===== config.mk =====
export PLATFORM = sky130hd
export DESIGN_NAME = uart_rx_core_flat
export DESIGN_NICKNAME = d
export VERILOG_FILES = /design/src/rtl/uart_rx_core_if.sv /design/src/rtl/uart_rx_core.sv /design/src/flat_wrapper.sv
export SDC_FILE = /design/constraint.sdc
export NUM_CORES = 1
export LEC_CHECK = 0
export ABC_AREA = 1
export CAP_MARGIN = 0
export CORE_UTILIZATION = 45
export CTS_CLUSTER_SIZE = 16
export DETAILED_ROUTE_END_ITERATION = 10
export GPL_TIMING_DRIVEN = 0
export PLACE_DENSITY_LB_ADDON = 0.1
export SLEW_MARGIN = 30
export SYNTH_ARGS = -nofsm -noshare
export SYNTH_HDL_FRONTEND = slang
export SYNTH_SLANG_ARGS = --single-unit

===== constraint.sdc =====
create_clock -name hclk -period 2.9 [get_ports hclk]
set_clock_uncertainty 0.2 [all_clocks]
set_input_delay 0.58 -clock hclk [delete_from_list [all_inputs] [get_ports hclk]]
set_output_delay 0.58 -clock hclk [all_outputs]
set_load 0.03 [all_outputs]

===== src/rtl/uart_rx_core_if.sv =====
// Receive-side bundle of uart_rx_core: serial line, divisor, byte stream and status.
// The core drives the byte stream through the master modport. The consumer uses the slave modport.
interface uart_rx_core_if #(
    parameter int DIV_WID    = 4,
    parameter int DATA_BITS  = 8,
    parameter int FIFO_DEPTH = 4
);
    logic [DIV_WID-1:0]            div_factor;
    logic                          uart_rxd;
    logic [DATA_BITS-1:0]          rx_data;
    logic                          rx_valid;
    logic                          rx_ready;
    logic                          frame_err;
    logic                          overflow;
    logic [$clog2(FIFO_DEPTH):0]   fifo_level;

    modport master (
        input  div_factor, uart_rxd, rx_ready,
        output rx_data, rx_valid, frame_err, overflow, fifo_level
    );

    modport slave (
        output div_factor, uart_rxd, rx_ready,
        input  rx_data, rx_valid, frame_err, overflow, fifo_level
    );
endinterface


===== src/rtl/uart_rx_core.sv =====
// 8N1 UART receiver that uses 16x oversampling and feeds a show-ahead FIFO.
// The FIFO is drained by a valid/ready pop. Framing errors and overflow are reported as single-cycle pulses.
module uart_rx_core #(
    parameter int DIV_WID    = 4,
    parameter int DATA_BITS  = 8,
    parameter int FIFO_DEPTH = 4
) (
    input  logic           hclk,
    input  logic           hresetn,
    uart_rx_core_if.master rx
);
    localparam int PW = $clog2(FIFO_DEPTH);
    localparam int LW = PW + 1;
    localparam int BW = $clog2(DATA_BITS + 1);

    localparam logic [2:0] ST_IDLE  = 3'd0;
    localparam logic [2:0] ST_START = 3'd1;
    localparam logic [2:0] ST_DATA  = 3'd2;
    localparam logic [2:0] ST_STOP  = 3'd3;
    localparam logic [2:0] ST_BREAK = 3'd4;

    localparam logic [BW-1:0] LAST_BIT = BW'(DATA_BITS - 1);
    localparam logic [LW-1:0] FULL_LVL = LW'(FIFO_DEPTH);

    function automatic logic [DIV_WID-1:0] eff_div(input logic [DIV_WID-1:0] d);
        if (d == {DIV_WID{1'b0}}) begin
            eff_div = DIV_WID'(1);
        end else begin
            eff_div = d;
        end
    endfunction

    logic                 rxd_meta_r;
    logic                 rxd_sync_r;
    logic [DIV_WID-1:0]   div_lat_r;
    logic [DIV_WID-1:0]   div_eff_s;
    logic [DIV_WID-1:0]   tick_cnt_r;
    logic                 tick_s;
    logic [2:0]           state_r;
    logic [2:0]           state_nxt_s;
    logic [3:0]           s_cnt_r;
    logic [BW-1:0]        bit_cnt_r;
    logic [DATA_BITS-1:0] shift_r;
    logic                 push_req_s;
    logic                 ferr_s;

    logic [DATA_BITS-1:0] mem_r [FIFO_DEPTH];
    logic [PW-1:0]        wr_ptr_r;
    logic [PW-1:0]        rd_ptr_r;
    logic [PW-1:0]        rd_ptr_inc_s;
    logic [LW-1:0]        level_r;
    logic [LW-1:0]        level_nxt_s;
    logic                 full_s;
    logic                 pop_s;
    logic                 push_ok_s;
    logic                 ovf_s;
    logic [DATA_BITS-1:0] head_nxt_s;
    logic [DATA_BITS-1:0] rx_data_r;
    logic                 rx_valid_r;
    logic                 frame_err_r;
    logic                 overflow_r;

    // Two-flop synchroniser for the asynchronous serial line
    always_ff @(posedge hclk) begin
        if (!hresetn) begin
            rxd_meta_r <= 1'b1;
            rxd_sync_r <= 1'b1;
        end else begin
            rxd_meta_r <= rx.uart_rxd;
            rxd_sync_r <= rxd_meta_r;
        end
    end

    // Oversample tick: idle follows the live divisor, a frame uses the value latched at start
    always_comb begin
        if (state_r == ST_IDLE) begin
            div_eff_s = eff_div(rx.div_factor);
        end else begin
            div_eff_s = div_lat_r;
        end
        tick_s = (tick_cnt_r >= (div_eff_s - DIV_WID'(1)));
    end

    // Oversample tick counter
    always_ff @(posedge hclk) begin
        if (!hresetn) begin
            tick_cnt_r <= {DIV_WID{1'b0}};
        end else if (tick_s) begin
            tick_cnt_r <= {DIV_WID{1'b0}};
        end else begin
            tick_cnt_r <= tick_cnt_r + DIV_WID'(1);
        end
    end

    // Frame FSM next-state, push request and framing-error decode
    always_comb begin
        state_nxt_s = state_r;
        push_req_s  = 1'b0;
        ferr_s      = 1'b0;
        if (tick_s) begin
            case (state_r)
                ST_IDLE: begin
                    if (!rxd_sync_r) state_nxt_s = ST_START;
                    else             state_nxt_s = ST_IDLE;
                end
                ST_START: begin
                    if (s_cnt_r == 4'd7) state_nxt_s = rxd_sync_r ? ST_IDLE : ST_DATA;
                    else                 state_nxt_s = ST_START;
                end
                ST_DATA: begin
                    if ((s_cnt_r == 4'd15) && (bit_cnt_r == LAST_BIT)) state_nxt_s = ST_STOP;
                    else                                               state_nxt_s = ST_DATA;
                end
                ST_STOP: begin
                    if (s_cnt_r == 4'd15) begin
                        if (rxd_sync_r) begin
                            push_req_s  = 1'b1;
                            state_nxt_s = ST_IDLE;
                        end else begin
                            ferr_s      = 1'b1;
                            state_nxt_s = ST_BREAK;
                        end
                    end else begin
                        state_nxt_s = ST_STOP;
                    end
                end
                ST_BREAK: begin
                    if (rxd_sync_r) state_nxt_s = ST_IDLE;
                    else            state_nxt_s = ST_BREAK;
                end
                default: state_nxt_s = ST_IDLE;
            endcase
        end else begin
            state_nxt_s = state_r;
        end
    end

    // FSM state, per-state tick count, divisor latch and data shifter
    always_ff @(posedge hclk) begin
        if (!hresetn) begin
            state_r   <= ST_IDLE;
            s_cnt_r   <= 4'd0;
            bit_cnt_r <= {BW{1'b0}};
            shift_r   <= {DATA_BITS{1'b0}};
            div_lat_r <= DIV_WID'(1);
        end else begin
            state_r <= state_nxt_s;
            if (state_nxt_s != state_r) begin
                s_cnt_r <= 4'd0;
            end else if (tick_s) begin
                s_cnt_r <= s_cnt_r + 4'd1;
            end
            if ((state_r == ST_IDLE) && (state_nxt_s == ST_START)) begin
                div_lat_r <= div_eff_s;
            end
            if ((state_r == ST_START) && (state_nxt_s == ST_DATA)) begin
                bit_cnt_r <= {BW{1'b0}};
            end else if ((state_r == ST_DATA) && tick_s && (s_cnt_r == 4'd15)) begin
                shift_r   <= {rxd_sync_r, shift_r[DATA_BITS-1:1]};
                bit_cnt_r <= bit_cnt_r + BW'(1);
            end
        end
    end

    // FIFO control; a push into a full FIFO succeeds only when a pop frees a slot in the same cycle
    always_comb begin
        full_s       = (level_r == FULL_LVL);
        pop_s        = rx.rx_ready & rx_valid_r;
        push_ok_s    = push_req_s & (~full_s | pop_s);
        ovf_s        = push_req_s & full_s & ~pop_s;
        rd_ptr_inc_s = rd_ptr_r + PW'(1);
        if (push_ok_s && !pop_s) begin
            level_nxt_s = level_r + LW'(1);
        end else if (!push_ok_s && pop_s) begin
            level_nxt_s = level_r - LW'(1);
        end else begin
            level_nxt_s = level_r;
        end
        if (pop_s) begin
            if (level_r > LW'(1))  head_nxt_s = mem_r[rd_ptr_inc_s];
            else if (push_ok_s)    head_nxt_s = shift_r;
            else                   head_nxt_s = rx_data_r;
        end else if (push_ok_s && (level_r == LW'(0))) begin
            head_nxt_s = shift_r;
        end else begin
            head_nxt_s = rx_data_r;
        end
    end

    // FIFO storage, pointers, registered head and status pulses
    always_ff @(posedge hclk) begin
        if (!hresetn) begin
            for (int i = 0; i < FIFO_DEPTH; i++) mem_r[i] <= {DATA_BITS{1'b0}};
            wr_ptr_r    <= {PW{1'b0}};
            rd_ptr_r    <= {PW{1'b0}};
            level_r     <= {LW{1'b0}};
            rx_data_r   <= {DATA_BITS{1'b0}};
            rx_valid_r  <= 1'b0;
            frame_err_r <= 1'b0;
            overflow_r  <= 1'b0;
        end else begin
            if (push_ok_s) begin
                mem_r[wr_ptr_r] <= shift_r;
                wr_ptr_r        <= wr_ptr_r + PW'(1);
            end
            if (pop_s) begin
                rd_ptr_r <= rd_ptr_inc_s;
            end
            level_r     <= level_nxt_s;
            rx_data_r   <= head_nxt_s;
            rx_valid_r  <= (level_nxt_s != LW'(0));
            frame_err_r <= ferr_s;
            overflow_r  <= ovf_s;
        end
    end

    assign rx.rx_data    = rx_data_r;
    assign rx.rx_valid   = rx_valid_r;
    assign rx.frame_err  = frame_err_r;
    assign rx.overflow   = overflow_r;
    assign rx.fifo_level = level_r;
endmodule

===== src/flat_wrapper.sv =====
// flat-port wrapper written by rule: the top's interface ports become plain ports
module uart_rx_core_flat 
#(
    parameter int DIV_WID    = 4,
    parameter int DATA_BITS  = 8,
    parameter int FIFO_DEPTH = 4
)
  (hclk, hresetn, rx_div_factor, rx_uart_rxd, rx_rx_ready, rx_rx_data, rx_rx_valid, rx_frame_err, rx_overflow, rx_fifo_level);
  uart_rx_core_if #(.DIV_WID(DIV_WID), .DATA_BITS(DATA_BITS), .FIFO_DEPTH(FIFO_DEPTH)) rx_i ();
  input  logic hclk;
  input  logic hresetn;
  input wire logic [$bits(rx_i.div_factor)-1:0] rx_div_factor;
  input wire logic [$bits(rx_i.uart_rxd)-1:0] rx_uart_rxd;
  input wire logic [$bits(rx_i.rx_ready)-1:0] rx_rx_ready;
  output wire logic [$bits(rx_i.rx_data)-1:0] rx_rx_data;
  output wire logic [$bits(rx_i.rx_valid)-1:0] rx_rx_valid;
  output wire logic [$bits(rx_i.frame_err)-1:0] rx_frame_err;
  output wire logic [$bits(rx_i.overflow)-1:0] rx_overflow;
  output wire logic [$bits(rx_i.fifo_level)-1:0] rx_fifo_level;
  assign rx_i.div_factor = rx_div_factor;
  assign rx_i.uart_rxd = rx_uart_rxd;
  assign rx_i.rx_ready = rx_rx_ready;
  assign rx_rx_data = rx_i.rx_data;
  assign rx_rx_valid = rx_i.rx_valid;
  assign rx_frame_err = rx_i.frame_err;
  assign rx_overflow = rx_i.overflow;
  assign rx_fifo_level = rx_i.fifo_level;
  uart_rx_core #(.DIV_WID(DIV_WID), .DATA_BITS(DATA_BITS), .FIFO_DEPTH(FIFO_DEPTH)) u_core (.hclk(hclk), .hresetn(hresetn), .rx(rx_i));
endmodule

## After elaboration in Yosys (flattened, before gate mapping)

Memory sizes are Yosys's and may differ from the RTL's.
Cells that the tools add are included.

| word-level totals | value |
|---|---|
| bits in registers | 47 |
| bits in latches | 0 |
| bits in writable memories | 32 |
| memory bits (read-only) | 0 |
| memories kept | 1 |

Memories:

| memory | words | bits a word | rd ports | clocked after memory_dff | wr ports | RTL line | RTL |
|---|---|---|---|---|---|---|---|
| u_core.mem_r | 4 | 8 | 1 | 0 | 4 | uart_rx_core.sv:47 | `logic [DATA_BITS-1:0] mem_r [FIFO_DEPTH];` |

| cells by class | value |
|---|---|
| add/sub/neg operators | 8 |
| $mul | 0 |
| divide/modulo/power cells | 0 |
| magnitude comparators | 2 |
| equality and inequality tests | 12 |
| shift-type cells | 0 |
| muxes and demuxes | 28 |
| bitwise gates (word level) | 9 |
| reduce and logical (&&, ||, !) cells | 22 |

Operators by type and width:

| kind | number |
|---|---|
| $mux W8 | 5 |
| $mux W3 | 6 |
| $pmux W3 S5 | 1 |
| $add A4 B1 Y4 const B | 3 |
| $mux W1 | 12 |
| $eq A3 B2 Y1 const B | 3 |
| $eq A4 B3 Y1 const B | 2 |
| $logic_and A1 B1 Y1 | 8 |
| $mux W4 | 2 |
| $reduce_or A8 Y1 | 1 |
| $eq A3 B1 Y1 const B | 2 |
| $eq A3 B3 Y1 const B | 2 |
| $logic_not A3 Y1 | 2 |
| $reduce_or A2 Y1 | 3 |
| $add A2 B1 Y2 const B | 2 |
| $and A1 B1 Y1 | 4 |
| $eq A4 B4 Y1 const B | 1 |
| $ge A4 B4 Y1 | 1 |
| $logic_not A4 Y1 | 1 |
| $mux W2 | 2 |
| $not A1 Y1 | 4 |
| $reduce_and A2 Y1 | 2 |
| $reduce_and A4 Y1 | 1 |
| $sub A4 B1 Y4 const B | 1 |
| 9 further kinds | 10 |

## Longest topological paths before layout

| depth | value |
|---|---|
| depth after elaboration | 12 |
| gate-level depth with buffers | 21 |

## Worst setup path after synthesis

Ideal clock, no wire load.

| path | value |
|---|---|
| path kind | register -> register |
| start | reg u_core.state_r[0] |
| end | mem u_core.mem_r[1][0] (enable) |
| arrival time | 2.599 ns |
| required time | 2.371 ns |
| slack | -0.228 ns |
| cell stages (with the launch flop) | 20 |
| buffers on the path | 0 |
| cells stage by stage | dfxtp_1 nor2_1 nand2_2 inv_2 nand2_1 o21ai_1 nand3b_1 xor2_1 inv_1 ha_1 nand2_1 clkinv_1 nand2_1 nand3_2 nand2_1 nor2_4 nand2_2 nor2_8 nand3_4 nand2_1 |

RTL lines:

| what | RTL line | RTL |
|---|---|---|
| start: declaration | uart_rx_core.sv:39 | `logic [2:0] state_r;` |
| start signal: assignment | uart_rx_core.sv:147 | `state_r <= state_nxt_s;` |
| end: declaration | uart_rx_core.sv:47 |  |

==> impl_metrics.py <==
metrics = {
    "critical_path": {
        "timing.rr.end": "u_core.mem_r[3][0]",
        "path_buf_inv": 6,
        "path_cells": "clkdlybuf4s15_2 -> o31ai_2 -> o21ai_2 -> ha_2 -> xnor2_2 -> ha_1 -> nand2_1 -> clkinv_1 -> nand2_2 -> nand3_4 -> buf_6 -> nand3_2 -> inv_2 -> a31oi_4 -> clkinvlp_2 -> buf_4",
        "path_class": "input pin to flop",
        "worst_setup_path_end_kind": "flop",
        "cp.arrival_ps": 2930,
        "critical_path.max_stage_delay_ps": 300,
        "endpoint": "u_core.mem_r[3][0]",
        "ff2ff_path_depth": 18,
        "r2r_start": "u_core.state_r[2]",
        "start_kind": "input pin",
        "slowest_stage": "ha_1",
        "cp_top_family": "buffers and inverters",
        "r2r_slack_ps": -90,
        "worstPathMaxFanout": 4,
        "startpoint": "rx_div_factor[1]",
        "worstPathRequired_ps": 2830,
        "cp.depth": 16,
    },
    "final_layout": {
        "fin_nets": 529,
        "fill_cells": 687,
        "syn_to_final_growth_pct": 33.6,
        "instances_no_fill": 619,
        "layout-drive-gt1-share_pct": 31.7,
        "n_antenna_cell": 0,
    },
    "routing": {
        "wl_per_cell_um": 13.6,
        "num_vias": 3125,
        "dr.pass1.iters": 4,
        "dr.first_iter.drc_count": 124,
        "routed_wl_um": 8400,
        "drc": 0,
        "ant_nets": 0,
        "vias_per_cell": 5.05,
    },
    "synthesis": {
        "synth_seq_cells": 79,
        "postSynthCellCount": 449,
        "synth_cell_type_count": 39,
        "avgSynthCellArea_um2": 8.44,
        "syn_area_um2": 3790,
        "yosys.area_share.adder_pct": 3.96,
        "synth_top_family_by_area": "simple AND/OR/NAND/NOR gates",
        "synth-simple-area-share_pct": 25.5,
        "ys_warn_count": 0,
        "synthMuxAreaShare_pct": 0.528,
        "syn_nets": 469,
        "synth_compound_area_share_pct": 11.1,
        "synth_edf_count": 32,
        "synth_top_flop_cell": "dfxtp_1",
        "seq_area_frac_synth_pct": 50.2,
        "ys_async_sr_fraction_pct": 0,
        "synth_xor_area_share_pct": 2.31,
    },
    "timing": {
        "slew_headroom_pct": 53.7,
        "hold_viol_final": 0,
        "fin_crit_sh_pct": 103,
        "maxSlewViolCount": 0,
        "tns_ps": -2750,
        "timing.hold.ws_ps": 218,
        "fmax_ghz": 0.333,
        "period_needed_ps": 3000,
        "finalSetupViolCount": 61,
        "worstMarginPinSlew_ps": 695,
        "fin_ws_ps": -98.9,
        "rsz0062_at_grt": "true",
    },
    "global_routing": {
        "gr-total-overflow": 0,
        "grt_pass1_vias": 2818,
        "grt_max_degree": 14,
        "grt_pass1_wl_um": 13100,
        "track_usage_pct": 19.4,
        "antenna_found_initial": 0,
    },
    "clock_network": {
        "cts-buffers-inserted": 9,
        "clock_latency_ps": 360,
        "h-tree-depth": 3,
        "cts_tree": "done",
        "hold_buffers": 0,
        "clk_pin_slew_worst_paths_ps": 80,
        "cts_max_path_buffers": 2,
        "clockRootBuffer": "clkbuf_8",
        "clkSinkCount": 79,
    },
    "min_path": {
        "hold_path_class": "flop to flop",
    },
    "die": {
        "die_h_um": 93.8,
        "num_rows": 33,
        "initial_utilization_pct": 46.3,
        "io_pins": 22,
        "coreArea_um2": 8180,
        "die-width_um": 93.8,
        "die_area_um2": 8790,
    },
    "pwr": {
        "leakage_nw": 1.92,
        "power.density_nw_per_um2": 536,
        "ir_worst_vdd_mv": 0.366,
    },
    "job": {
        "cap_viol_max_count": 0,
    },
    "placed_design": {
        "dp_cells": 574,
        "hpwlAfterDp_um": 5570,
        "io_buffers": 20,
        "place.gp.congestion": 0.830,
    },
    "status": {
        "status": "complete, but fails checks",
        "violations": "negative setup slack",
    },
}
logic make-up (layout without fill, tap and decap cells):
family / Yosys count / in the layout
flops: 79 / 79
mux: 2 / 2
xor+xnor: 10 / 10
fa+ha+maj: 12 / 12
compound gates: 76 / 77
simple gates: 209 / 209
buf+inv: 61 / 125
where the power goes:
part | switching, mW | internal (mW) | total [mW] | leakage (nW)
combinational | 0.445 | 0.283 | 0.728 | 1.15
sequential | 0.0470 | 1.23 | 1.28 | 0.687
clock | 0.407 | 0.302 | 0.709 | 0.0802
area by class of cell:
cell class / count / area [um^2] / share of cell area (%)
multi-input cells: 310 / 2120 / 41.9
plain buffers: 12 / 75.1 / 1.48
clock inverters: 7 / 40.0 / 0.791
flip-flops and latches: 79 / 1910 / 37.8
inverters: 49 / 199 / 3.93
well taps: 105 / 131 / 2.60
clock buffers: 9 / 124 / 2.45
repair inverters: 1 / 5.00 / 0.0989
repair buffers: 47 / 458 / 9.05
sequential cells by signal, indices dropped and copies added (netlist names):
signal / cells
u_core.bit_cnt_r: 4
u_core.div_lat_r: 4
u_core.mem_r: 32
u_core.rd_ptr_r: 2
u_core.rx.fifo_level: 3
u_core.rx.frame_err: 1
u_core.rx.overflow: 1
u_core.rx.rx_data: 8
u_core.rx.rx_valid: 1
u_core.rxd_meta_r: 1
u_core.rxd_sync_r: 1
u_core.s_cnt_r: 4
u_core.shift_r: 8
u_core.state_r: 3
u_core.tick_cnt_r: 4
u_core.wr_ptr_r: 2
worst min-delay path by stage:
| stage | start | cells after the start | slack (ps) | end |
|---|---|---|---|---|
| after floorplan | u_core.rxd_meta_r | 1 | 190 | u_core.rxd_sync_r |
| after global placement | u_core.rxd_meta_r | 1 | 190 | u_core.rxd_sync_r |
| after detailed placement | u_core.rxd_meta_r | 1 | 200 | u_core.rxd_sync_r |
| final | u_core.rxd_meta_r | 1 | 220 | u_core.rxd_sync_r |
| after CTS | u_core.rxd_meta_r | 1 | 220 | u_core.rxd_sync_r |
| after global routing | u_core.rxd_meta_r | 1 | 240 | u_core.rxd_sync_r |
repair_timing:
item                                    in CTS  in global routing
endpoints found under the setup margin      99                 98
buffers inserted                            16                 10
resized for setup                           40                103
gates cloned                                 0                  3
pin swaps                                   11                  9
hold endpoints to repair                     0                  0
cell usage after synthesis, drive strengths merged, types with 6 or more instances:
master / count / area, um^2
nor3: 9 / 55.1
dfxtp: 47 / 941
edfxtp: 32 / 961
xor2: 6 / 52.6
o21ai: 31 / 170
nand2: 92 / 360
nand3: 31 / 203
a21oi: 33 / 165
buf: 8 / 42.5
ha: 12 / 150
inv: 48 / 180
nor2: 66 / 274
per-stage QoR:
stage	util (%)	setup WS [ps]	total power, mW	cell area, um^2
detailed placement	51.0	-893	1.90	4170
global placement	51.0	-858	1.90	4170
CTS	56.7	-99.1	2.67	4640
finish	61.9	-98.9	2.71	5060
floorplan	-	-44.6	1.75	3840
global route	61.9	-274	2.87	5060
layer usage:
layer,part of all wire (%),GRT usage (%)
met1,48,26.4
met2,47,29.6
met3,2.6,3.88
met4,2.2,8.85
met5,0,0
placed cells by master (no fill, tap or decap), types with 5 or more instances in the layout:
master	instances
ha_1	10
buf_2	5
nand2_1	70
nand3_1	23
o21ai_2	10
xor2_1	6
nor2_2	6
o21ai_0	14
a21oi_2	11
nor3_1	6
nor2_1	37
inv_1	36
nor2_4	22
dfxtp_1	44
o21ai_1	5
buf_4	19
nand2_4	6
nand2_2	13
edfxtp_1	32
buf_6	8
clkdlybuf4s50_1	16
a21oi_1	22
clkbuf_8	9
inv_2	8
No activity file was read; power rests on OpenSTA's default activity.
